==> config.mk <==
export PLATFORM = sky130hd
export DESIGN_NAME = pipe_stage_skid
export DESIGN_NICKNAME = d
export VERILOG_FILES = /design/src/rtl/pipe_pkg.sv /design/src/rtl/pipe_stall_counter.sv /design/src/rtl/pipe_stage_skid.sv
export SDC_FILE = /design/constraint.sdc
export NUM_CORES = 1
export LEC_CHECK = 0
export BUFFER_PORTS_ARGS = -buffer_cell sky130_fd_sc_hd__buf_2
export CAP_MARGIN = 20
export CORE_MARGIN = 2
export CORE_UTILIZATION = 38
export DETAILED_ROUTE_END_ITERATION = 8
export SLEW_MARGIN = 20
export SYNTH_ARGS = -nofsm -noshare
export SYNTH_HDL_FRONTEND = slang
export SYNTH_SLANG_ARGS = --single-unit
==> constraint.sdc <==
create_clock -name clk -period 8.1 [get_ports clk]
set_input_delay 0.81 -clock clk [delete_from_list [all_inputs] [get_ports clk]]
set_output_delay 0.81 -clock clk [all_outputs]
set_load 0.01 [all_outputs]
==> src/rtl/pipe_pkg.sv <==
// Shared definitions for pipeline-stage registers.
// The IF/ID payload is packed as {inst, pc, pc_plus4}, with inst in the MSBs.
// The default bubble is a NOP (addi x0,x0,0) with both PCs zeroed. Downstream
// decoders therefore see a harmless instruction whenever a stage is empty.
package pipe_pkg;

  localparam int INST_W   = 32;
  localparam int PC_W     = 32;
  localparam int IFID_W   = INST_W + 2 * PC_W;

  // Field offsets inside the IF/ID payload.
  localparam int INST_LSB = 2 * PC_W;
  localparam int PC_LSB   = PC_W;
  localparam int PC4_LSB  = 0;

  localparam logic [INST_W-1:0] NOP_INST = 32'h00000013;

  localparam logic [IFID_W-1:0] BUBBLE_DATA_DEFAULT = {NOP_INST, {(2 * PC_W){1'b0}}};

  // Packs the three IF/ID fields into one payload word.
  function automatic logic [IFID_W-1:0] pack_ifid(input logic [INST_W-1:0] inst,
                                                   input logic [PC_W-1:0]   pc,
                                                   input logic [PC_W-1:0]   pc_plus4);
    return {inst, pc, pc_plus4};
  endfunction

endpackage

==> src/rtl/pipe_stall_counter.sv <==
// Saturating event counter. It counts the cycles in which inc is high. Once it
// reaches all-ones it holds that value. Only reset clears it.
// Ports:
//   clk    rising-edge clock
//   reset  asynchronous active-high reset, clears the count
//   inc    count-enable for this cycle
//   cnt    current count (CNT_W bits)
module pipe_stall_counter #(
  parameter int CNT_W = 16
) (
  input  logic             clk,
  input  logic             reset,
  input  logic             inc,
  output logic [CNT_W-1:0] cnt
);

  function automatic logic [CNT_W-1:0] sat_inc(input logic [CNT_W-1:0] v);
    return (v == {CNT_W{1'b1}}) ? v : v + CNT_W'(1);
  endfunction

  always_ff @(posedge clk or posedge reset) begin
    if (reset) begin
      cnt <= '0;
    end else if (inc) begin
      cnt <= sat_inc(cnt);
    end
  end

endmodule

==> src/rtl/pipe_stage_skid.sv <==
// Pipeline-stage register with a valid/ready handshake on both sides.
// SKID=1: two entries (main M and skid S), and in_ready is registered (!s_valid).
//         No combinational path runs from out_ready to in_ready.
// SKID=0: one entry. in_ready = !m_valid || out_ready, which is combinational.
// flush kills every held entry on the next edge. It also discards any payload
// accepted in the same cycle. An output transfer in that cycle still completes.
// Ports:
//   clk, reset            clock, asynchronous active-high reset
//   in_valid/in_ready     upstream handshake, in_data payload
//   out_valid/out_ready   downstream handshake, out_data payload (bubble when empty)
//   flush                 synchronous kill of held entries
//   occupancy             number of held entries (0..2)
//   stall_cnt             saturating count of cycles with out_valid && !out_ready
module pipe_stage_skid
  import pipe_pkg::*;
#(
  parameter int                DATA_W      = IFID_W,
  parameter logic [DATA_W-1:0] BUBBLE_DATA = DATA_W'(BUBBLE_DATA_DEFAULT),
  parameter int                SKID        = 1,
  parameter int                CNT_W       = 16
) (
  input  logic              clk,
  input  logic              reset,
  input  logic              in_valid,
  output logic              in_ready,
  input  logic [DATA_W-1:0] in_data,
  output logic              out_valid,
  input  logic              out_ready,
  output logic [DATA_W-1:0] out_data,
  input  logic              flush,
  output logic [1:0]        occupancy,
  output logic [CNT_W-1:0]  stall_cnt
);

  logic              m_valid;
  logic [DATA_W-1:0] m_data;
  logic              s_valid;
  logic              in_fire;
  logic              out_fire;

  assign in_fire   = in_valid && in_ready;
  assign out_fire  = m_valid && out_ready;
  assign out_valid = m_valid;
  // The data registers are not cleared on flush. This mask produces the bubble.
  assign out_data  = m_valid ? m_data : BUBBLE_DATA;
  assign occupancy = {1'b0, m_valid} + {1'b0, s_valid};

  generate
    if (SKID != 0) begin : g_skid
      logic [DATA_W-1:0] s_data;
      logic              m_valid_d;
      logic              s_valid_d;
      logic              m_we;
      logic              s_we;
      logic [DATA_W-1:0] m_wdata;

      // S holds data only while M stalls, so a free S means one more beat fits.
      assign in_ready = !s_valid;

      always_comb begin
        m_valid_d = m_valid;
        s_valid_d = s_valid;
        m_we      = 1'b0;
        s_we      = 1'b0;
        m_wdata   = in_data;
        if (flush) begin
          m_valid_d = 1'b0;
          s_valid_d = 1'b0;
        end else if (!m_valid) begin
          // S is never occupied while M is empty.
          if (in_fire) begin
            m_valid_d = 1'b1;
            m_we      = 1'b1;
          end
        end else if (out_fire) begin
          if (s_valid) begin
            // The older skid entry advances. in_ready was low, so no in_fire.
            s_valid_d = 1'b0;
            m_we      = 1'b1;
            m_wdata   = s_data;
          end else if (in_fire) begin
            m_we      = 1'b1;
          end else begin
            m_valid_d = 1'b0;
          end
        end else if (in_fire) begin
          s_valid_d = 1'b1;
          s_we      = 1'b1;
        end
      end

      always_ff @(posedge clk or posedge reset) begin
        if (reset) begin
          m_valid <= 1'b0;
          s_valid <= 1'b0;
          m_data  <= BUBBLE_DATA;
          s_data  <= BUBBLE_DATA;
        end else begin
          m_valid <= m_valid_d;
          s_valid <= s_valid_d;
          if (m_we) m_data <= m_wdata;
          if (s_we) s_data <= in_data;
        end
      end
    end else begin : g_flat
      assign s_valid  = 1'b0;
      assign in_ready = !m_valid || out_ready;

      always_ff @(posedge clk or posedge reset) begin
        if (reset) begin
          m_valid <= 1'b0;
          m_data  <= BUBBLE_DATA;
        end else begin
          if (flush) begin
            m_valid <= 1'b0;
          end else if (in_fire) begin
            m_valid <= 1'b1;
          end else if (out_fire) begin
            m_valid <= 1'b0;
          end
          if (in_fire && !flush) m_data <= in_data;
        end
      end
    end
  endgenerate

  pipe_stall_counter #(
    .CNT_W(CNT_W)
  ) u_stall_counter (
    .clk  (clk),
    .reset(reset),
    .inc  (m_valid && !out_ready),
    .cnt  (stall_cnt)
  );

endmodule
==> flow_metrics.env <==
export IMPL_outcome="complete, no violations"
export IMPL_synth_seq_cells=210
export IMPL_clock_fmax_mhz=326.2
export IMPL_die_area_um2=26470
export IMPL_start_kind="register"
export IMPL_regArea_um2=5264
export IMPL_grt_use_total_pct=15.90
export IMPL_critPathTopFamily="buffers and inverters"
export IMPL_insertion_delay_ns=0.50
export IMPL_fill_cells=2351
export IMPL_drive_above_1_share_pct=36.80
export IMPL_pwr_share_seq_pct=45.6
export IMPL_critical_path_endpoint_type="register"
export IMPL_avgViaCountPerCell=4.868
export IMPL_die_width_um=162.7
export IMPL_fin_nets=1115
export IMPL_p_int_mw=2.308
export IMPL_routed_wl_um=21490
export IMPL_grt_pass1_wl_um=34070
export IMPL_hold_ws_ns=0.4858
export IMPL_final_hold_viol_count=0
export IMPL_synth_most_common_cell="dfrtp_1"
export IMPL_start_util_pct=38.33
export IMPL_post_cts_resized=0
export IMPL_syn_avg_cell_area_um2=11.74
export IMPL_synth_compound_area_share_pct=5.884
export IMPL_routabilityCongestion=0.7803
export IMPL_max_stage_delay_ns=0.89
export IMPL_dr_total_vias=6626
export IMPL_peakVddDrop_mv=0.1786
export IMPL_synth_xor_xnor_area_share_pct=1.098
export IMPL_switching_share_pct=25.55
export IMPL_io_buffers=216
export IMPL_criticalPathCategory="reg -> reg"
export IMPL_finalCriticalPeriod_ns=3.066
export IMPL_critPathBufInv=2
export IMPL_pwr_share_comb_pct=15.5
export IMPL_min_period_over_period_pct=37.85
export IMPL_netlist_area_leader_share_pct=53.35
export IMPL_cts_hold_buffers=0
export IMPL_synth_edff_count=0
export IMPL_worstMarginPinSlew_ns=1.038
export IMPL_cap_violations=0
export IMPL_drt_initial_drc_count=370
export IMPL_cts_sinks=210
export IMPL_fin_tns_setup_ns=0
export IMPL_final_util_pct=47.05
export IMPL_multiInputGateArea_um2=3995
export IMPL_cp_data_arrival_time_ns=3.49
export IMPL_wl_per_cell_um=15.79
export IMPL_post_cts_setup_buffers=0
export IMPL_rsz0062_at_grt="false"
export IMPL_skew_ns=0.007694
export IMPL_synthTopCellsByCount="dfrtp_1, a21oi_1, nor2_1, mux2i_1, mux2_2"
export IMPL_grt_overflow=0
export IMPL_switching_power_mw=0.7920
export IMPL_grt_antenna_before_repair=3
export IMPL_synth_fa_ha_area_share_pct=0.2615
export IMPL_ys_top_cells_by_area="dfrtp_1, mux2_2, mux2i_1, and2_1, a21oi_1"
export IMPL_postSynth_topFlopCell="dfrtp_1"
export IMPL_htreeDepth=1
export IMPL_final_cells=1361
export IMPL_clockBufferDepth=3
export IMPL_p_clk_share_pct=38.9
export IMPL_relSlewSlack_pct=30.82
export IMPL_core_region_area_um2=24960
export IMPL_cpMostUsedCell="buf_4"
export IMPL_synth_async_sr_flop_share_pct=100.0
export IMPL_synth_top_area_cell="dfrtp_1"
export IMPL_area_growth_pct=22.74
export IMPL_syn_area_um2=9569
export IMPL_p_leak_nw=6.071
export IMPL_drc_errors=0
export IMPL_critical_path_max_fanout=102
export IMPL_synth_seq_area_share_pct=54.99
export IMPL_ioPinCount=217
export IMPL_grt_pass1_vias=6441
export IMPL_synth_area_mux_share_pct=21.60
export IMPL_powerDensity_nw_per_um2=263.9
export IMPL_synth_top_family_by_area="multiplexers"
export IMPL_firstDrtPassIters=4
export IMPL_cts_made_buffers=25
export IMPL_syn_nets=918
export IMPL_synthDistinctLibCells=39
export IMPL_dp_cells=1315
export IMPL_yosys_area_share_simple_pct=12.83
export IMPL_tritoncts="done"
export IMPL_rows=58
export IMPL_path_clk_slew_ns=0.06
export IMPL_drv_slew=0
export IMPL_cp_required_ns=8.53
export IMPL_hold_class="reg -> reg"
export IMPL_ys_warn_count=0
export IMPL_grt_max_degree=136
export IMPL_postRouteAntennaNets=0
export IMPL_crit_slowest_cell="buf_4"
export IMPL_cts_root_buf="clkbuf_16"
export IMPL_postSynthCellCount=815
export IMPL_path_cells="nand2b_1 > a211oi_4 > buf_4 > buf_4 > nor2_1 > a21oi_1"
export IMPL_place_hpwl_um=13360
export IMPL_setup_viol=0
export IMPL_die_y_um=162.7
## flip-flops by register name, summed over array words and instances (netlist names)
signal,count
g_skid.s_data,96
m_data,96
u_stall_counter.cnt,16
out_valid,1
s_valid,1
## area by class of cell
| cell class | instances | share of cell area (%) |
|---|---|---|
| diodes | 1 | 0.02131 |
| clock buffers | 34 | 6.296 |
| clock inverters | 11 | 1.428 |
| inverters | 4 | 0.1918 |
| multi-input cells | 547 | 34.02 |
| flip-flops and latches | 210 | 44.82 |
| well taps | 330 | 3.516 |
| repair buffers | 224 | 9.716 |
## final timing paths
path,startpoint,end,slack [ns],depth (start not counted)
max in group asynchronous,reset,g_skid.s_data[89],6.02,3
worst max-delay path,s_valid,m_data[80],5.03,6
worst min register to register,g_skid.s_data[61],g_skid.s_data[61],0.49,1
min in group asynchronous,reset,u_stall_counter.cnt[3],0.51,2
worst min-delay path,g_skid.s_data[61],g_skid.s_data[61],0.49,1
worst max register to register,s_valid,m_data[80],5.03,6
## power by group through the flow
| stage | logic [mW] | registers, mW | clock network (mW) |
|---|---|---|---|
| 2_1_floorplan | 0.344 | 1.40 | 0 |
| 3_3_place_gp | 0.472 | 1.42 | 0 |
| 3_5_place_dp | 0.486 | 1.43 | 0 |
| 4_1_cts | 0.489 | 1.42 | 1.24 |
| 5_1_grt | 0.535 | 1.45 | 1.29 |
| 6_report | 0.479 | 1.41 | 1.21 |
## metal layers
metal	global-route usage, %	up-vias	part of all wire, %
li1	-	3198	-
met1	21.71	3248	45
met2	26.10	153	47
met5	0	-	0.051
met3	3.387	25	5.7
met4	3.660	2	1.5
## placed cells by master (no fill, tap or decap), types with 4 or more instances in the layout
cell / count
xor2_1: 9
dfrtp_1: 203
clkbuf_16: 25
a21oi_1: 102
nand3_1: 7
nand2b_1: 5
buf_2: 216
dfstp_2: 6
clkbuf_8: 8
mux2i_1: 97
nor2_1: 98
nor3_1: 4
buf_4: 8
nand2_1: 5
and2_1: 93
mux2_2: 95
bufinv_16: 4
## per-stage QoR
step	power, mW	instance area, um2	setup slack, ns
after CTS	3.142	11740	5.076
final	3.100	11750	5.034
after floorplan	1.747	9569	1.562
after global placement	1.897	10840	4.770
after detailed placement	1.918	10840	4.736
after global routing	3.274	11740	4.847
## cell families after synthesis
kind of cell             count (synthesis)
AND/OR/NAND/NOR                        230
flip-flops                             210
multiplexers                           194
AO/OA/AOI/OAI                          109
buffers and inverters                   58
XOR/XNOR                                12
adder cells (fa/ha/maj)                  2
No activity file was read; power rests on OpenSTA's default activity.
